## src/rtl/accum_window8.sv

```systemverilog
// Sums N accepted 8-bit samples per window and presents the total on a valid/ready port.
// Result appears the cycle after the Nth handshake; input stalls (I_READY=0) while a result is held.
module accum_window8 #(
  parameter int N = 4,
  parameter int OUT_WIDTH = 10,
  localparam int CW = $clog2(N + 1)
) (
  input  logic                 CLK,
  input  logic                 ASYNCRESET,
  input  logic [7:0]           I,
  input  logic                 I_VALID,
  output logic                 I_READY,
  input  logic                 CLR,
  output logic [OUT_WIDTH-1:0] O,
  output logic                 O_OVF,
  output logic                 O_VALID,
  input  logic                 O_READY,
  output logic [CW-1:0]        COUNT
);

  typedef enum logic {ACC, HOLD} state_t;

  localparam logic [CW-1:0] LAST_IDX = CW'(N - 1);

  state_t               state;
  state_t               state_next;
  logic [OUT_WIDTH-1:0] acc;
  logic                 ovf;
  logic [CW-1:0]        cnt;
  logic [OUT_WIDTH:0]   sum;
  logic                 ovf_next;
  logic                 accept;
  logic                 last;

  assign I_READY  = (state == ACC);
  assign accept   = I_VALID & I_READY;
  assign last     = (cnt == LAST_IDX);
  // One extra bit catches the wrap of this single addition.
  assign sum      = {1'b0, acc} + (OUT_WIDTH + 1)'(I);
  assign ovf_next = ovf | sum[OUT_WIDTH];
  assign COUNT    = cnt;

  always_ff @(posedge CLK or posedge ASYNCRESET) begin
    if (ASYNCRESET) state <= ACC;
    else            state <= state_next;
  end

  always_comb begin
    state_next = state;
    if (CLR) begin
      state_next = ACC;
    end else begin
      case (state)
        ACC:     if (accept && last) state_next = HOLD;
        HOLD:    if (O_VALID && O_READY) state_next = ACC;
        default: state_next = ACC;
      endcase
    end
  end

  always_ff @(posedge CLK or posedge ASYNCRESET) begin
    if (ASYNCRESET) begin
      acc     <= '0;
      ovf     <= 1'b0;
      cnt     <= '0;
      O       <= '0;
      O_OVF   <= 1'b0;
      O_VALID <= 1'b0;
    end else if (CLR) begin
      // O/O_OVF keep their value; only the valid flag is dropped.
      acc     <= '0;
      ovf     <= 1'b0;
      cnt     <= '0;
      O_VALID <= 1'b0;
    end else if (accept) begin
      if (last) begin
        O       <= sum[OUT_WIDTH-1:0];
        O_OVF   <= ovf_next;
        O_VALID <= 1'b1;
        acc     <= '0;
        ovf     <= 1'b0;
        cnt     <= '0;
      end else begin
        acc <= sum[OUT_WIDTH-1:0];
        ovf <= ovf_next;
        cnt <= cnt + CW'(1);
      end
    end else if (O_VALID && O_READY) begin
      O_VALID <= 1'b0;
    end
  end

endmodule

```

## config.mk

```make
export PLATFORM = sky130hd
export DESIGN_NAME = accum_window8
export DESIGN_NICKNAME = d
export VERILOG_FILES = /design/src/rtl/accum_window8.sv
export SDC_FILE = /design/constraint.sdc
export NUM_CORES = 1
export LEC_CHECK = 0
export CORE_MARGIN = 2
export CORE_UTILIZATION = 35
export DETAILED_ROUTE_END_ITERATION = 8
export GPL_ROUTABILITY_DRIVEN = 0
export HOLD_SLACK_MARGIN = 0.02
export PLACE_DENSITY = 0.61
export SETUP_SLACK_MARGIN = 0.02
export SYNTH_ARGS = -nofsm -noshare
export SYNTH_HDL_FRONTEND = slang
export SYNTH_SLANG_ARGS = --single-unit
export TNS_END_PERCENT = 100
```

## constraint.sdc

```tcl
create_clock -name CLK -period 2.05 [get_ports CLK]
set_clock_uncertainty 0.1 [all_clocks]
set_input_delay 0.41 -clock CLK [delete_from_list [all_inputs] [get_ports CLK]]
set_output_delay 0.41 -clock CLK [all_outputs]
set_load 0.01 [all_outputs]
```

* After elaboration in Yosys (flattened, before gate mapping)
Index checks and enable logic that the tools add are counted.
** Storage, ports and cells
- Bits in registers :: 27
- Input port bits :: 13
- Output and inout bits :: 16
- Word-level logic and storage cells :: 38
** Operators by class
- Add/sub/neg operators :: 2
- Equality and inequality tests :: 2
- Muxes and demuxes :: 17
- Bitwise operators :: 4
- Reductions and logical operators :: 6
** Operator list (number)
- $mux 10 :: 3
- $add 10x8->11 :: 1
- $mux 1 :: 10
- $mux 3 :: 3
- $add 3x1->3 const B :: 1
- $eq 3x2->1 const B :: 1
- $ne 3x2->1 const B :: 1
- $reduce_and 3->1 :: 1
- $reduce_bool 3->1 :: 1
- $logic_and 1x1->1 :: 2
- $not 1->1 :: 2
- $pmux 1 s2 :: 1
- $reduce_and 2->1 :: 1
- $reduce_bool 2->1 :: 1
- $and 1x1->1 :: 1
- $or 1x1->1 :: 1

* Depth between registers and ports, before layout
- Depth after elaboration :: 6
- Mapped depth :: 6
- Depth with buffers taken out :: 6

* Worst setup path before layout
No wires, ideal clock.
- Path type :: input-to-reg
- Start :: input port I[0]
- End :: register acc[6]
- Setup time :: 0.122 ns
- Arrival :: 1.783 ns
- Required time :: 1.828 ns
- Path slack :: 0.045 ns
- Cell stages on the path :: 6
- Path buffers :: 0
- Cell sequence :: ha_1 -> fa_1 -> nand3_1 -> a21oi_1 -> or3_1 -> a32o_1
** On the way
- Longest elaborated chain between the ends :: 4
** RTL lines
- from (decl) :: RTL line 10 : input logic [7:0] I,
- $add 10x8->11 :: RTL line 39 : assign sum = {1'b0, acc} + (OUT_WIDTH + 1)'(I);
- $mux 10 :: RTL line 76 : if (last) begin
- $mux 10 :: RTL line 75 : end else if (accept) begin
- $mux 10 :: RTL line 69 : end else if (CLR) begin
- to (signal assigned) :: RTL line 84 : acc <= sum[OUT_WIDTH-1:0];
- to (decl) :: RTL line 27 : logic [OUT_WIDTH-1:0] acc;
No other way between the ends. The select of a mux whose other input is x is not followed.
A chain may end at the register's enable or synchronous reset.

* Worst setup path in the final report
- Start :: input port I[7]
- End :: register O[9]
** On the way
- Longest elaborated chain between the ends :: 1
** RTL lines
- $add 10x8->11 :: RTL line 39
- to (signal assigned) :: RTL line 77 : O <= sum[OUT_WIDTH-1:0];
- to (decl) :: RTL line 14 : output logic [OUT_WIDTH-1:0] O,
No other way between the ends.

==> flow_metrics.py <==
metrics = {
    "detailed_routing": {
        "met2_length_mm": 1.87,
        "drt.antenna.violating_nets": 0,
        "firstDrtPassIters": 4,
        "wl_met1_mm": 1.76,
        "drt_drc_violations_left": 0,
        "met3_wirelength_um": 188,
        "post_drt_via_cell_ratio": 5.31,
        "routed.top_layer": "met4",
        "detail_route.iter0.violations": 40,
        "wire_per_inst_um": 15.7,
        "via_count": 1311,
        "wirelength_mm": 3.88,
    },
    "cts": {
        "max-clock-path-buffers": 2,
        "cts_tree": "yes",
        "clk_latency_ps": 280,
        "cts_buffers": 3,
        "cts_hold_repair.buffers": 0,
        "cts.htree.levels": 1,
        "ctsRootBufferMaster": "clkbuf_8",
        "clock-sinks": 27,
        "clkSlewWorstSetupHoldPaths_ps": 90,
    },
    "yosys": {
        "synth_sequential_area_ratio": 0.460,
        "postSynth.asyncResetShare": 1.00,
        "avgSynthCellArea_um2": 10.3,
        "yosysWarnings": 0,
        "synth_edf_count": 0,
        "post_synth_instance_area_um2": 1470,
        "synth_seq_cells": 27,
        "yosysUniqueCellTypes": 37,
        "synth.net_count": 166,
        "synth_flop_type": "dfrtp_1",
        "synthesis.instances": 143,
    },
    "finish": {
        "area.growth.synth_to_final_pct": 47.5,
        "layout-drive-gt1-share": 0.284,
        "nFillCells": 346,
        "mostFrequentLayoutCell": "dfrtp_1",
        "multi_input_logic_area_um2": 878,
        "antennaDiodeCount": 0,
        "mostFrequentLayoutCells": "dfrtp_1, buf_4, clkdlybuf4s50_1",
        "final_cell_count_no_fill": 247,
        "nets": 221,
        "ff_latch_area_um2": 676,
        "final_core_utilization": 0.538,
    },
    "global_routing": {
        "grt.total_usage": 0.185,
        "first_pass_grt_wire_length_mm": 6.41,
        "via_count_of_the_first_global_routing_pass": 1334,
        "antenna_found_initial": 0,
        "grt_start_max_net_pins": 28,
        "grt.overflow.total": 0,
    },
    "floorplanning": {
        "top_level_ports": 29,
        "dieArea_um2": 4730,
        "fp.dieH_um": 68.8,
        "die_width_um": 68.8,
        "core_area_um2": 4030,
        "start_util": 0.365,
        "std_cell_rows": 23,
    },
    "timing": {
        "timing.final.crit_share": 0.985,
        "rsz0062_at_grt": "true",
        "final_hold_viol_count": 0,
        "fmax_ghz": 0.495,
        "final-setup-viol-count": 0,
        "post-route-worst-setup-slack_ps": 31.8,
        "finalWorstPathRequiredPeriod_ps": 2020,
        "worst_slew_margin_rel": 0.760,
        "timing.setup.tns_ps": 0,
        "timing.final.max_slew_violations": 0,
        "worstMarginPinSlew_ps": 360,
    },
    "placement": {
        "detailed_place_hpwl_mm": 2.71,
        "numPortBuffers": 28,
        "post-place-ws_ps": -471,
        "dp_cells": 237,
    },
    "worst_setup_path": {
        "r2r_slack_ps": 70,
        "critPathCaptureType": "register",
        "crit_path_start_kind": "input pin",
        "critPathRequiredTime_ps": 2160,
        "cp_max_fo": 5,
        "cp_data_arrival_time_ps": 2130,
        "worst-setup-path-type": "input pin to register",
    },
    "pwr": {
        "proportion_of_power_drawn_by_the_clock_network": 0.192,
        "internal_power_mw": 1.10,
        "power.share.combinational": 0.381,
        "netSwitchingPower_mw": 0.515,
        "power.share.switching": 0.320,
        "maximum_resistive_drop_on_vdd_uv": 500,
        "power.sequential.fraction": 0.427,
        "total_leakage_power_nw": 0.987,
        "power.density_cell_area_nw_per_um2": 743,
    },
    "outcome": {
        "outcome": "completed",
    },
    "flow_run": {
        "drv_cap": 0,
    },
    "hold_path": {
        "hold_path_class": "input pin to asynchronous set/reset pin",
    },
}
==> final timing paths <==
| path | startpoint | endpoint | depth (start not counted) |
|---|---|---|---|
| setup / recovery | I[7] | O[9] | 6 |
| setup reg to reg | acc[0] | O[8] | 6 |
| max in group asynchronous | ASYNCRESET | state | 3 |
| hold / removal | ASYNCRESET | acc[0] | 3 |
| hold reg to reg | O[1] | O[1] | 2 |
| min in group CLK | O[1] | O[1] | 2 |
==> Yosys cell counts, types with 2 or more instances <==
master / n / area [µm²]
nand3_1: 5 / 25.0
mux2_2: 4 / 45.0
nor2_1: 6 / 22.5
a211oi_1: 4 / 30.0
nor3_1: 2 / 10.0
a21o_1: 3 / 22.5
clkbuf_1: 2 / 7.51
o211ai_1: 6 / 45.0
a22o_1: 6 / 52.6
a32o_1: 2 / 20.0
a31o_2: 2 / 17.5
inv_1: 4 / 15.0
o21ai_0: 9 / 45.0
xor2_1: 3 / 26.3
nand2_1: 17 / 63.8
dfrtp_1: 27 / 676
a21oi_1: 9 / 45.0
nand2b_1: 2 / 12.5
or4_1: 2 / 15.0
ha_1: 9 / 113
and2_0: 2 / 12.5
nor2b_1: 2 / 12.5
==> what timing repair did <==
action                     4_1_cts  5_1_grt
hold endpoints to repair         0        0
gates resized for setup         18        8
pin swaps                       12        6
buffers inserted                 5        1
setup endpoints to repair       11        8
==> kinds of logic after synthesis <==
logic type               count (synthesis)  synth area share
adder cells (fa/ha/maj)                 10            0.0903
multiplexers                             5            0.0375
AND/OR/NAND/NOR                         45             0.156
AO/OA/AOI/OAI                           44             0.206
buffers and inverters                    8            0.0264
flip-flops                              27             0.460
XOR/XNOR                                 4            0.0239
==> metrics by stage <==
step | area, µm² | hold WS (ps) | power, mW
after floorplan | 1470 | 363 | 0.974
after global placement | 1950 | 361 | 1.21
after detailed placement | 1950 | 368 | 1.23
after CTS | 2120 | 387 | 1.60
after global routing | 2170 | 413 | 1.72
final | 2170 | 380 | 1.61
==> power by group through the flow <==
| stage | clock network, mW | logic (mW) | registers, mW |
|---|---|---|---|
| after floorplan | 0 | 0.264 | 0.710 |
| after global placement | 0 | 0.524 | 0.689 |
| after detailed placement | 0 | 0.537 | 0.692 |
| after CTS | 0.329 | 0.586 | 0.685 |
| after global routing | 0.346 | 0.667 | 0.702 |
| final | 0.310 | 0.613 | 0.687 |
==> registers in the layout, indices dropped and copies added (netlist names) <==
signal	flops
O	10
O_VALID	1
ovf	1
COUNT	3
O_OVF	1
acc	10
state	1
==> area by class of cell <==
cell class | instances | share of cell area
Clock buffer | 3 | 0.0191
Clock inverter | 1 | 0.00231
Inverter | 4 | 0.00693
Multi-Input combinational cell | 108 | 0.405
Sequential cell | 27 | 0.312
Tap cell | 50 | 0.0289
Timing Repair Buffer | 54 | 0.226
==> routing by layer <==
metal  track usage  vias up
met4        0.0760        0
li1              -      638
met2         0.309       33
met3        0.0487        7
met1         0.226      633
met5             0        -
==> worst max-delay path, stage by stage <==
cell and delay [ps]:
clkdlybuf4s50_1 420, ha_1 360, o21ai_0 200, o22ai_1 150, or4_1 490, nand3_1 110
Power figures use the tool's default switching activity.
==> edit 1, RTL diff (config.mk and constraints unchanged) <==
`N`: 4 -> 8.
--- a/src/rtl/accum_window8.sv
+++ b/src/rtl/accum_window8.sv
@@ -2,5 +2,5 @@
 // Result appears the cycle after the Nth handshake; input stalls (I_READY=0) while a result is held.
 module accum_window8 #(
-  parameter int N = 4,
+  parameter int N = 8,
   parameter int OUT_WIDTH = 10,
   localparam int CW = $clog2(N + 1)
Interface: changed (resized COUNT); port bits go from 29 to 30. No check against the original RTL was run, so the function may have changed too.
==> edit 1 against the unedited design <==
  * Design area rose by 1.7%
  * Synthesized area rose by 4.3%
  * Setup slack improved by 0.036 ns
  * Power fell by 13%
  * Wire length fell by 2.4%
  * Sequential cell count rose by 1
  * Maximum frequency rose by 1.8%
  * Critical endpoint is now acc[7]$_DFFE_PP0N_
  * Largest cell class unchanged
==> edit 1: results (changes against the unedited design) <==
gr-usage-met3: 0.0274  # was 0.0487
crit_end: "acc[7]$_DFFE_PP0N_"  # was O[9]$_DFFE_PP0P_
seq_power_share: 0.455  # was 0.427
synth_xor_area_frac: 0.0400  # was 0.0239
status: "complete, no violations"  # unchanged
wl_met3_um: 134  # was 188 um
syn_nets: 173  # was 166
grt_pass1_vias: 1372  # was 1334
final_nets: 224  # was 221
slowest_delay_ns: 0.47  # was 0.49 ns
dp.cells: 246  # was 237
synth-seq-area-share: 0.457  # was 0.460
rrSetupSlack_ns: 0.10  # was 0.07 ns
drt_pass1_iterations: 3  # was 4
irDropWorstVdd_mv: 0.294  # was 0.500 mV
drt-initial-drc-count: 42  # was 40
gr-usage-met1: 0.208  # was 0.226
wl_met1_mm: 1.73  # was 1.76 mm
avgRoutedWirePerCell_um: 15.0  # was 15.7 um
cp_top_family: "compound AO/OA/AOI/OAI gates"  # was simple AND/OR/NAND/NOR gates
cp_slowest_cell: "clkdlybuf4s50_1"  # was or4_1
grt_usage: 0.163  # was 0.185
wirelength_mm: 3.79  # was 3.88 mm
route.met2.wl_mm: 1.86  # was 1.87 mm
path_max_fanout: 6  # was 5
yosys-top-cells-count: "dfrtp_1, nand2_1, a21oi_1, ha_1"  # was dfrtp_1, nand2_1, a21oi_1, ha_1, o21ai_0
cp.arrival_ns: 2.05  # was 2.13 ns
hpwlAfterDp_mm: 2.68  # was 2.71 mm
synthDistinctLibCells: 40  # was 37
synth_compound_gate_area_share: 0.204  # was 0.206
gr-usage-met2: 0.280  # was 0.309
grt_max_degree: 29  # was 28
drive_above_1_share: 0.255  # was 0.284
port-buffer-count: 29  # was 28
p_switching_uw: 418  # was 515 uW
worstMarginPinSlew_ns: 0.370  # was 0.360 ns
postCtsSetupRepairBufs: 2  # was 5
power.leakage_nw: 1.01  # was 0.987 nW
[edit 1: changes by cell type after synthesis, moves of 2 or more]
| cell | delta |
|---|---|
| clkbuf_1 | +2 |
| nor2_1 | +2 |
| o21a_1 | +2 |
| xor2_1 | +2 |
[edit 1: stage by stage]
step                TNS, ns  setup WS [ns]  power [mW]  utilization
floorplan                 0         0.0463       0.854            -
detailed placement    -4.50         -0.438       0.999        0.469
global route              0         0.0204        1.49        0.513
CTS                       0         0.0135        1.37        0.493
global placement      -4.47         -0.436       0.991        0.469
finish                    0         0.0678        1.40        0.513
[edit 1: final cells by class]
| cell class | count | area (um2) | area share |
|---|---|---|---|
| Multi-Input combinational cell | 114 | 903 | 0.410 |
| Sequential cell | 28 | 701 | 0.318 |
| Timing Repair Buffer | 51 | 468 | 0.212 |
| Tap cell | 52 | 65.1 | 0.0295 |
| Clock buffer | 4 | 55.1 | 0.0250 |
| Inverter | 3 | 11.3 | 0.00511 |
==> edit 2, RTL diff (config.mk and constraints unchanged) <==
Without the edit above. Reset style: synchronous (`ASYNCRESET`), changed in 2 clocked blocks.
--- a/src/rtl/accum_window8.sv
+++ b/src/rtl/accum_window8.sv
@@ -41,5 +41,5 @@
   assign COUNT    = cnt;
 
-  always_ff @(posedge CLK or posedge ASYNCRESET) begin
+  always_ff @(posedge CLK) begin
     if (ASYNCRESET) state <= ACC;
     else            state <= state_next;
@@ -59,5 +59,5 @@
   end
 
-  always_ff @(posedge CLK or posedge ASYNCRESET) begin
+  always_ff @(posedge CLK) begin
     if (ASYNCRESET) begin
       acc     <= '0;
Check against the original RTL: differs if ASYNCRESET is asserted again (counterexample within 4 cycles, from zero or initial values and one cycle with ASYNCRESET high); with ASYNCRESET held inactive, the same outputs for 10 cycles.
==> edit 2 against the unedited design <==
  * Sequential cell count did not move
  * Setup slack improved by 0.045 ns
  * Via count rose by 13%
  * Synthesized area fell by 2.9%
  * Design area rose by 1.8%
  * Die area fell by 2.7%
  * Wire length rose by 5.1%
  * Critical path type is now flop to flop
  * Critical endpoint is now acc[6]$_SDFFE_PP0P_
  * Highest routed layer unchanged
Power is not compared: it rests on default switching activity, and its combinational part moved more than twofold at a synthesized area within 25%.
==> edit 2: results (changes against the unedited design) <==
post-place-ws_ns: -0.622  # was -0.471 ns
seq-cell-share: 0.245  # was 0.312
dp.cells: 275  # was 237
grt_max_degree: 15  # was 28
vias_per_cell: 5.25  # was 5.31
synth_compound_gate_area_share: 0.210  # was 0.206
rr_startpoint: "acc[0]$_SDFFE_PP0P_"  # was acc[0]$_DFFE_PP0N_
multi_input_area_share: 0.455  # was 0.405
num-multi-input-gates: 136  # was 108
drt-initial-drc-count: 51  # was 40
hp-class: "flop to flop"  # was input port to asynchronous set/reset pin
synth_flop_cell: "dfxtp_1"  # was dfrtp_1
synth_xor_area_frac: 0.0246  # was 0.0239
synthDistinctLibCells: 40  # was 37
cp.arrival_ns: 2.04  # was 2.13 ns
crit_type: "flop to flop"  # was input port to flop
yosys-top-cells-count: "nand2_1, dfxtp_1, a21oi_1"  # was dfrtp_1, nand2_1, a21oi_1, ha_1, o21ai_0
clockBufferCount: 4  # was 3
grt_pass1_wl_mm: 6.71  # was 6.41 mm
crit_end: "acc[6]$_SDFFE_PP0P_"  # was O[9]$_DFFE_PP0P_
gr-usage-met3: 0.0345  # was 0.0487
n_fill_cell: 356  # was 346
nonClkBufAreaFrac: 0.244  # was 0.226
syn_inst: 174  # was 143
synthTopCellsByArea: "dfxtp_1, ha_1, nand2_1"  # was dfrtp_1, ha_1, nand2_1
grt_usage: 0.192  # was 0.185
avgRoutedWirePerCell_um: 14.4  # was 15.7 um
clock_area_frac: 0.0204  # was 0.0214
ys_async_sr_fraction: 0  # was 1.00
reg2regPathDepth: 7  # was 6
slew_headroom: 0.743  # was 0.760
grt_pass1_vias: 1451  # was 1334
drive_above_1_share: 0.279  # was 0.284
gr-usage-met1: 0.245  # was 0.226
status: "complete, no violations"  # unchanged
path_max_fanout: 3  # was 5
gr-usage-met2: 0.330  # was 0.309
avgSynthCellArea_um2: 8.20  # was 10.3 um2
synth-seq-area-share: 0.379  # was 0.460
edit 2: repair_timing:
item / in CTS / in global routing
pin swaps: 13 / 9
setup buffers: 4 / 0
gates resized for setup: 23 / 14
endpoints found under the setup margin: 14 / 11
hold buffers: 0 / 0
edit 2: kinds of logic (layout without fill, tap and decap cells):
| group | count (synthesis) | in the layout |
|---|---|---|
| simple gates | 75 | 75 |
| compound gates | 47 | 47 |
| flops | 27 | 27 |
| buf+inv | 11 | 70 |
| fa+ha+maj | 10 | 10 |
| xor+xnor | 4 | 4 |
edit 2: power breakdown:
| part | internal [mW] | switching, mW |
|---|---|---|
| Combinational | 0.127 | 0.113 |
| Clock | 0.139 | 0.167 |
| Sequential | 0.533 | 0.00971 |
edit 2: per-layer routing:
metal | wire length, um | vias up
met5 | 0 | -
met4 | 55 | 0
met3 | 177 | 7
met2 | 2010 | 45
met1 | 1840 | 707
li1 | - | 728
